`src/rtl/cla_ctrl_pkg.sv`:
```
// Shared types and helpers for the CLA adder arbiter: FSM states,
// width derivation and the round-robin requester pick.
package cla_ctrl_pkg;

    typedef enum logic [1:0] {
        IDLE,
        EXEC,
        HOLD
    } state_t;

    localparam int MAX_REQ = 8;

    function automatic int cla_width(input int in_size, input int depth);
        int w;
        w = 1;
        for (int i = 0; i < depth; i++) begin
            w = w * in_size;
        end
        return w;
    endfunction

    function automatic int id_width(input int n);
        return (n <= 2) ? 1 : $clog2(n);
    endfunction

    // Scanning from the far end down lets the index closest to ptr win.
    function automatic logic [2:0] rr_pick(input logic [MAX_REQ-1:0] valid,
                                           input int n,
                                           input logic [2:0] ptr);
        logic [2:0] pick;
        int idx;
        pick = ptr;
        for (int k = n - 1; k >= 0; k--) begin
            idx = (int'(ptr) + k) % n;
            if (valid[idx]) begin
                pick = 3'(idx);
            end
        end
        return pick;
    endfunction

endpackage

```
`src/rtl/cla_adder.sv`:
```
// Combinational WIDTH-bit adder: bitwise propagate/generate feeding the CLA tree.
module cla_adder
    import cla_ctrl_pkg::*;
#(
    parameter int INPUT_SIZE = 4,
    parameter int DEPTH      = 2,
    localparam int WIDTH     = cla_width(INPUT_SIZE, DEPTH)
) (
    input  logic [WIDTH-1:0] a,
    input  logic [WIDTH-1:0] b,
    input  logic             cin,
    output logic [WIDTH-1:0] sum,
    output logic             cout
);

    logic [WIDTH-1:0] p;
    logic [WIDTH-1:0] g;
    logic [WIDTH-1:0] c;
    logic             gp;
    logic             gg;

    assign p = a ^ b;
    assign g = a & b;

    cla_tree #(
        .INPUT_SIZE(INPUT_SIZE),
        .DEPTH     (DEPTH)
    ) u_tree (
        .p  (p),
        .g  (g),
        .cin(cin),
        .c  (c),
        .gp (gp),
        .gg (gg)
    );

    assign sum  = p ^ c;
    assign cout = gg | (gp & cin);

endmodule

```
`src/rtl/cla_tree.sv`:
```
// Recursive carry-lookahead tree: per-bit carry-ins plus group propagate/generate,
// built from INPUT_SIZE-wide lookahead groups over DEPTH levels.
module cla_tree
    import cla_ctrl_pkg::*;
#(
    parameter int INPUT_SIZE = 4,
    parameter int DEPTH      = 2,
    localparam int W         = cla_width(INPUT_SIZE, DEPTH)
) (
    input  logic [W-1:0] p,
    input  logic [W-1:0] g,
    input  logic         cin,
    output logic [W-1:0] c,
    output logic         gp,
    output logic         gg
);

    if (DEPTH == 1) begin : g_leaf
        // Group terms stay independent of cin so the parent level never sees a loop.
        always_comb begin
            logic acc;
            acc = 1'b0;
            for (int i = 0; i < W; i++) begin
                acc = g[i] | (p[i] & acc);
            end
            gg = acc;
            gp = &p;
        end

        always_comb begin
            logic carry;
            carry = cin;
            for (int i = 0; i < W; i++) begin
                c[i]  = carry;
                carry = g[i] | (p[i] & carry);
            end
        end
    end else begin : g_node
        localparam int SW = W / INPUT_SIZE;

        logic [INPUT_SIZE-1:0] sub_p;
        logic [INPUT_SIZE-1:0] sub_g;
        logic [INPUT_SIZE-1:0] sub_c;

        for (genvar j = 0; j < INPUT_SIZE; j++) begin : g_sub
            cla_tree #(
                .INPUT_SIZE(INPUT_SIZE),
                .DEPTH     (DEPTH - 1)
            ) u_sub (
                .p  (p[j*SW +: SW]),
                .g  (g[j*SW +: SW]),
                .cin(sub_c[j]),
                .c  (c[j*SW +: SW]),
                .gp (sub_p[j]),
                .gg (sub_g[j])
            );
        end

        cla_tree #(
            .INPUT_SIZE(INPUT_SIZE),
            .DEPTH     (1)
        ) u_top (
            .p  (sub_p),
            .g  (sub_g),
            .cin(cin),
            .c  (sub_c),
            .gp (gp),
            .gg (gg)
        );
    end

endmodule

```
`src/rtl/cla_add_arbiter.sv`:
```
// Round-robin arbiter sharing one CLA adder among NUM_REQ requesters,
// with a one-cycle execute stage and a registered response slot.
module cla_add_arbiter
    import cla_ctrl_pkg::*;
#(
    parameter int INPUT_SIZE = 4,
    parameter int DEPTH      = 2,
    parameter int NUM_REQ    = 4,
    localparam int WIDTH     = cla_width(INPUT_SIZE, DEPTH),
    localparam int ID_W      = id_width(NUM_REQ)
) (
    input  logic                     clk,
    input  logic                     rst,
    input  logic [NUM_REQ-1:0]       req_valid,
    output logic [NUM_REQ-1:0]       req_ready,
    input  logic [NUM_REQ*WIDTH-1:0] req_a,
    input  logic [NUM_REQ*WIDTH-1:0] req_b,
    input  logic [NUM_REQ-1:0]       req_cin,
    input  logic [NUM_REQ-1:0]       req_sub,
    output logic                     rsp_valid,
    input  logic                     rsp_ready,
    output logic [WIDTH-1:0]         rsp_sum,
    output logic                     rsp_cout,
    output logic                     rsp_ovf,
    output logic [ID_W-1:0]          rsp_id
);

    localparam int MSB = WIDTH - 1;

    state_t             state;
    logic [ID_W-1:0]    ptr;
    logic [ID_W-1:0]    grant;
    logic [ID_W-1:0]    op_id;
    logic [ID_W-1:0]    next_ptr;
    logic [WIDTH-1:0]   op_a;
    logic [WIDTH-1:0]   op_b;
    logic               op_cin;
    logic [WIDTH-1:0]   sel_a;
    logic [WIDTH-1:0]   sel_b;
    logic               sel_cin;
    logic               sel_sub;
    logic [WIDTH-1:0]   sum;
    logic               cout;
    logic [MAX_REQ-1:0] valid_ext;
    logic               any_valid;

    always_comb begin
        valid_ext                = '0;
        valid_ext[NUM_REQ-1:0]   = req_valid;
    end

    assign any_valid = |req_valid;
    assign grant     = ID_W'(rr_pick(valid_ext, NUM_REQ, 3'(ptr)));

    // Only the granted slice is muxed through, so other requesters' operands never reach state.
    always_comb begin
        sel_a   = req_a[int'(grant)*WIDTH +: WIDTH];
        sel_b   = req_b[int'(grant)*WIDTH +: WIDTH];
        sel_cin = req_cin[grant];
        sel_sub = req_sub[grant];
    end

    always_comb begin
        req_ready = '0;
        if (state == IDLE && !rst && any_valid) begin
            req_ready[grant] = 1'b1;
        end
    end

    assign next_ptr = (op_id == ID_W'(NUM_REQ - 1)) ? '0 : op_id + ID_W'(1);

    cla_adder #(
        .INPUT_SIZE(INPUT_SIZE),
        .DEPTH     (DEPTH)
    ) u_adder (
        .a   (op_a),
        .b   (op_b),
        .cin (op_cin),
        .sum (sum),
        .cout(cout)
    );

    always_ff @(posedge clk) begin
        if (rst) begin
            state     <= IDLE;
            ptr       <= '0;
            op_a      <= '0;
            op_b      <= '0;
            op_cin    <= 1'b0;
            op_id     <= '0;
            rsp_valid <= 1'b0;
            rsp_sum   <= '0;
            rsp_cout  <= 1'b0;
            rsp_ovf   <= 1'b0;
            rsp_id    <= '0;
        end else begin
            case (state)
                IDLE: begin
                    if (any_valid) begin
                        op_a   <= sel_a;
                        op_b   <= sel_sub ? ~sel_b : sel_b;
                        op_cin <= sel_sub | sel_cin;
                        op_id  <= grant;
                        state  <= EXEC;
                    end
                end
                EXEC: begin
                    rsp_sum   <= sum;
                    rsp_cout  <= cout;
                    rsp_ovf   <= (op_a[MSB] == op_b[MSB]) && (sum[MSB] != op_a[MSB]);
                    rsp_id    <= op_id;
                    rsp_valid <= 1'b1;
                    ptr       <= next_ptr;
                    state     <= HOLD;
                end
                HOLD: begin
                    if (rsp_ready) begin
                        rsp_valid <= 1'b0;
                        state     <= IDLE;
                    end
                end
                default: state <= IDLE;
            endcase
        end
    end

endmodule
```
`config.mk`:
```
export PLATFORM = sky130hd
export DESIGN_NAME = cla_add_arbiter
export DESIGN_NICKNAME = d
export VERILOG_FILES = /design/src/rtl/cla_ctrl_pkg.sv /design/src/rtl/cla_adder.sv /design/src/rtl/cla_tree.sv /design/src/rtl/cla_add_arbiter.sv
export SDC_FILE = /design/constraint.sdc
export NUM_CORES = 1
export LEC_CHECK = 0
export BUFFER_PORTS_ARGS = -buffer_cell sky130_fd_sc_hd__buf_2
export CAP_MARGIN = 15
export CORE_ASPECT_RATIO = 0.75
export CORE_MARGIN = 3
export CORE_UTILIZATION = 50
export DETAILED_ROUTE_END_ITERATION = 6
export PLACE_DENSITY = 0.8
export SYNTH_ARGS = -nofsm -noshare
export SYNTH_HDL_FRONTEND = slang
export SYNTH_HIERARCHICAL = 1
export SYNTH_SLANG_ARGS = --single-unit
```
`constraint.sdc`:
```
create_clock -name clk -period 3.28 [get_ports clk]
set_input_delay 0.82 -clock clk [delete_from_list [all_inputs] [get_ports clk]]
set_output_delay 0.82 -clock clk [all_outputs]
set_load 0.03 [all_outputs]
```
* Word level (Yosys, flattened, before mapping) *
Index checks and enable logic that the tools add are counted.

word-level totals
  input port bits = 143
  flip-flop bits (word level) = 60
  output and inout port bits = 25
  word-level logic and storage cells = 148

cells by class
  reduce and logical (&&, ||, !) cells = 19
  magnitude comparators = 6
  muxes and demuxes = 29
  eq/ne operators = 7
  bitwise logic cells = 70
  add/subtract/negate cells = 4
  shift-type cells = 2

operators with widths
  cell                                                number
  indexed part select 64 x 7 -> 16 bit                2
  bitwise OR 1 bit                                    32
  bitwise XOR 16 bit                                  2
  bitwise AND 1 bit                                   31
  bitwise AND 16 bit                                  1
  two-way mux 16 bit                                  1
  NOT 16 bit                                          1
  AND reduction 16 bit                                1
  AND reduction 4 bit                                 4
  < comparator 3 x 5 -> 1 bit, second input constant  3
  two-way mux 2 bit                                   7
  two-way mux 1 bit                                   11
  binary-select mux 1 bit (select 3 bit)              3
  binary-select mux 1 bit (select 2 bit)              3
  one-hot mux 2 bit (3 select lines)                  1
  AND reduction 2 bit                                 3
  OR reduction 2 bit                                  3
  adder 2 x 1 -> 2 bit, second input constant         2
  adder 2 bit, second input constant                  2
  equality test 2 bit, second input constant          2
  logical AND 1 bit                                   4
  < comparator 2 x 4 -> 1 bit, second input constant  1
  two-way mux 4 bit                                   1
  != test 2 bit, second input constant                2
  other kinds (12)                                    14

* Logic depth before layout (Yosys ltp) *
  depth in word-level cells = 21
  mapped depth = 11
  gate-level depth less buffers = 11

* Hierarchy *
Netlist, hierarchy kept.

by module, submodules not included
  module                                               cells an instance  instances  sequential area each (µm²)  area an instance (µm²)
  cla_add_arbiter                                      519                1          1201.2                      3737.3
  cla_adder                                            33                 1          0.0                         347.8
  cla_tree (u_adder.u_tree.g_node.g_sub[0].u_sub ...)  11                 5          0.0                         65.1

* Worst setup path before layout *
OpenSTA, ideal clock, no wires.

  kind = input -> output
  start = input port req_valid[3]
  end = output port req_ready[2]
  buffers on the path = 3
  path slack = -0.125 ns
  required time = 2.460 ns
  arrival time = 2.585 ns
  cell stages on the path = 6
  cell sequence = and3b_1 o41a_1 buf_2 clkbuf_1 clkbuf_1 nor3_1

on the way
  longest elaborated chain between the ends = 12
  elaborated cells between the ends (all ways) = 23
  classes of those cells = 2 x order compare; 18 x mux; 3 x reduce/logical

ends and longest elaborated chain
  item                                                                                                      RTL line               text
  start: declaration                                                                                        cla_add_arbiter.sv:14  input logic [NUM_REQ-1:0] req_valid,
  binary-select mux 1 bit (select 3 bit)                                                                    cla_ctrl_pkg.sv:35     if (valid[idx]) begin
  two-way mux 1 bit (not written as such) (2 in a row)                                                      cla_ctrl_pkg.sv:35
  two-way mux 2 bit (4 in a row)                                                                            cla_ctrl_pkg.sv:35
  < comparator 2 x 3 -> 1 bit (not written as such) / >= comparator 2 x 1 -> 1 bit (equally long branches)  cla_add_arbiter.sv:66  req_ready[grant] = 1'b1;
  logical AND 1 bit (not written as such)                                                                   cla_add_arbiter.sv:66
  two-way mux 1 bit (not written as such)                                                                   cla_add_arbiter.sv:66
  demux 1 bit (select 2 bit)                                                                                cla_add_arbiter.sv:66
  two-way mux 4 bit (*)                                                                                     cla_add_arbiter.sv:65  if (state == IDLE && !rst && any_valid) begin
  end: declaration                                                                                          cla_add_arbiter.sv:15  output logic [NUM_REQ-1:0] req_ready,

Every way passes the cells marked *; elsewhere a longest branch is shown, timed or not. The select of a mux whose other input is x is not followed.

* Worst setup path in the final report *
  start = input port req_valid[3]
  end = output port req_ready[3]

The elaborated chain is that of the path after synthesis.

==> impl_metrics.csv <==
group,metric,value,unit
yosys,yosysSeqAreaShare,27.2,%
cts,cts_root_buf,"clkbuf_16",
yosys,syn_area,4410,sq um
timing,hold-worst-slack,0.452,ns
setup_path,crit_family,"compound AO/OA/AOI/OAI gates",
finish,fin_util,65.4,%
global_route,grt_remaining_overflow,0,
yosys,synth_area_leaders,"dfxtp_1 27%, nand2_1 10%, a21oi_1 9.3%, xor2_1 6.4%, nand3_1 5.6%",
timing,max_slew_margin,47.2,%
yosys,ys.flop_type,"dfxtp_1",
yosys,synth_warnings,6,
detailed_routing,final_antenna_net_count,0,
global_route,grt_pass1_vias,4572,
setup_path,path_class,"primary input to output pin",
setup_path,critPathBufInv,2,
min_path,hold_class,"flip-flop to flip-flop",
floorplanning,die_w,114,um
placed_design,dpl.cell_count,834,
setup_path,critPathCaptureType,"output pin",
yosys,synthesis.nets,767,
detailed_routing,wire_per_inst,15.5,um
cts,worstSkewPairLatency,0.32,ns
setup_path,rr_endpoint,"rsp_ovf",
setup_path,arrival,2.12,ns
flow_run,cap_violations,0,
setup_path,worstPathCellList,"buf_2 > and3b_1 > o41a_2 > nor3_1 > buf_2",
outcome,status,"finished, final reports clean",
global_route,antenna_found_initial,0,
yosys,synthCells,607,
timing,rsz0062_at_grt,"no",
timing,fin_crit,2.94,ns
detailed_routing,totalWireLength,13.1,mm
yosys,yosysTopAreaCell,"dfxtp_1",
yosys,synth.ff_latch_count,60,
finish,final_area,5570,sq um
setup_path,reg2reg_depth,11,
timing,hold_viol,0,
timing,slew_viol_final,0,
cts,clock_path_buffers,2,
timing,post-route-period-util,89.7,%
yosys,avgSynthCellArea,7.27,sq um
yosys,synth_most_common_cell,"nand2_1",
cts,numCtsBuffers,9,
setup_path,cp-startpoint,"req_valid[3]",
cts,clk_pin_slew,0.05,ns
cts,cts_resized,0,
floorplanning,core.rowCount,29,
floorplanning,die_area,10000,sq um
cts,tritoncts,"done",
pwr,vdd_drop_max,327,uV
min_path,worst_hold_path.num_cells,2,
detailed_routing,first_pass_iters,5,
cts,hold_buffers,0,
yosys,synth_cell_type_count,38,
setup_path,crit_path_max_fanout,16,
setup_path,critPathMostFrequentCell,"buf_2",
timing,worstMarginPinSlew,0.793,ns
yosys,synth_common_cells,"118 x nand2_1, 82 x a21oi_1, 60 x dfxtp_1",
placed_design,placed_area,5220,sq um
finish,fin_cells,850,
timing,setup_viol_count_final,0,
global_route,track_usage,26.2,%
floorplanning,start_util,51.7,%
setup_path,cp_slowest_cell,"o41a_2",
floorplanning,io_pins,168,
finish,syn2layout_area_growth,26.4,%
yosys,synth_edf_count,0,
floorplanning,core_area,8530,sq um
cts,htreeDepth,3,
finish,drive_above_1_share,26.8,%
setup_path,critPathMaxStageDelay,0.57,ns
cts,cts_sinks,60,
global_route,grt_pass1_wl,21.3,mm
setup_path,reg2reg_from,"op_b[1]",
cts,postCtsSetupBuffers,0,
finish,antennaDiodeCount,0,
min_path,hold_end,"rsp_sum[0]",
detailed_routing,post-route-drc-count,0,
min_path,min-delay-start,"rsp_sum[0]",
yosys,synth-async-reset-ratio,0,%
detailed_routing,via_count,4946,
detailed_routing,drtIter0Drc,328,
pwr,power_density,553,nW/um^2
placed_design,dpl.hpwl,10.1,mm
setup_path,crit_required,2.46,ns
detailed_routing,avgViaCountPerCell,5.82,
global_route,grt_max_degree,67,
setup_path,r2r_setup_slack,0.68,ns
placed_design,io_buffers,167,
setup_path,path_depth,5,
timing,fmax,0.340,GHz
pwr,leakage,0.00277,uW
setup_path,start_kind,"primary input",
placed_design,gp_congestion,0.853,
finish,fin_nets,897,
floorplanning,die_height,87.3,um
timing,finClkSkew,0.00719,ns
yosys,synthDominantCellAreaShare,27.2,%
sequential cells by signal, indices dropped and copies added, names as in the netlist:
name,count
op_a,16
op_b,16
op_cin,1
op_id,2
ptr,2
rsp_cout,1
rsp_id,2
rsp_ovf,1
rsp_sum,16
rsp_valid,1
state,2
cell type report:
| type | count | area, sq um |
|---|---|---|
| fill | 750 | 2950 |
| clock buffer | 10 | 239 |
| sequential | 60 | 1200 |
| timing repair buffer | 177 | 923 |
| tap | 108 | 135 |
| inverter | 3 | 11.3 |
| multi-input combinational | 486 | 2950 |
| clock inverter | 6 | 111 |
cells by family (layout without fill, tap and decap cells):
logic type                 count (synthesis)  count (layout)  share of synthesized area [%]
adders and majority gates                 17              17                           4.82
DFF                                       60              60                           27.2
xor gates and xnor gates                  48              48                           9.53
buffers and inverters                     61             196                           6.13
muxes                                     16              16                           3.63
AOI/OAI and AO/OA                        182             182                           26.8
and+or+nand+nor                          223             223                           21.8
metal layers:
metal / GRT usage (%) / share of wire [%]
met1: 34.7 / 44
met2: 43.4 / 46
met3: 5.83 / 7.4
met4: 6.58 / 1.7
met5: 0 / 0
how the worst max path moves through the flow:
| stage | endpoint | slack (ns) |
|---|---|---|
| global route | req_ready[3] | 0.23 |
| finish | req_ready[3] | 0.34 |
| CTS | req_ready[2] | 0.34 |
| floorplan | req_ready[2] | -0.13 |
| detailed placement | req_ready[2] | 0.34 |
| global placement | req_ready[2] | 0.36 |
worst register-to-register path, delay by kind of cell, from the launching register on:
| kind | cells | cell delay [ns] |
|---|---|---|
| DFF | 1 | 0.33 |
| adders and majority gates | 1 | 0.36 |
| AOI/OAI and AO/OA | 7 | 1.41 |
| and+or+nand+nor | 2 | 0.15 |
| xor gates and xnor gates | 1 | 0.21 |
through the flow:
step           TNS, ns  setup slack, ns  power (uW)
2_1_floorplan   -0.250           -0.125        1710
3_3_place_gp         0            0.361        1960
5_1_grt              0            0.231        3280
4_1_cts              0            0.335        3090
6_report             0            0.337        3080
3_5_place_dp         0            0.339        2000
layout by cell type, fill, tap and decap left out, drive strengths merged, types with 9 or more instances in the layout:
cell,synthesis,final
nor2,28,28
nand3,49,49
mux2i,16,16
nor3,9,9
a31oi,16,16
a21oi,82,82
xnor2,16,16
dfxtp,60,60
nand2,118,118
o21ai,23,23
a21o,17,17
xor2,32,32
buf,20,177
a311o,16,16
a221o,16,16
clkbuf,38,10
ha,17,17
power by group:
part           switching, uW  total, uW  internal [uW]  leakage (uW)
clock network            321       1080            761      0.000169
logic                    645       1080            435       0.00211
registers               84.6        921            837      0.000494
total                   1050       3080           2030       0.00277
Power figures use the tool's default switching activity.
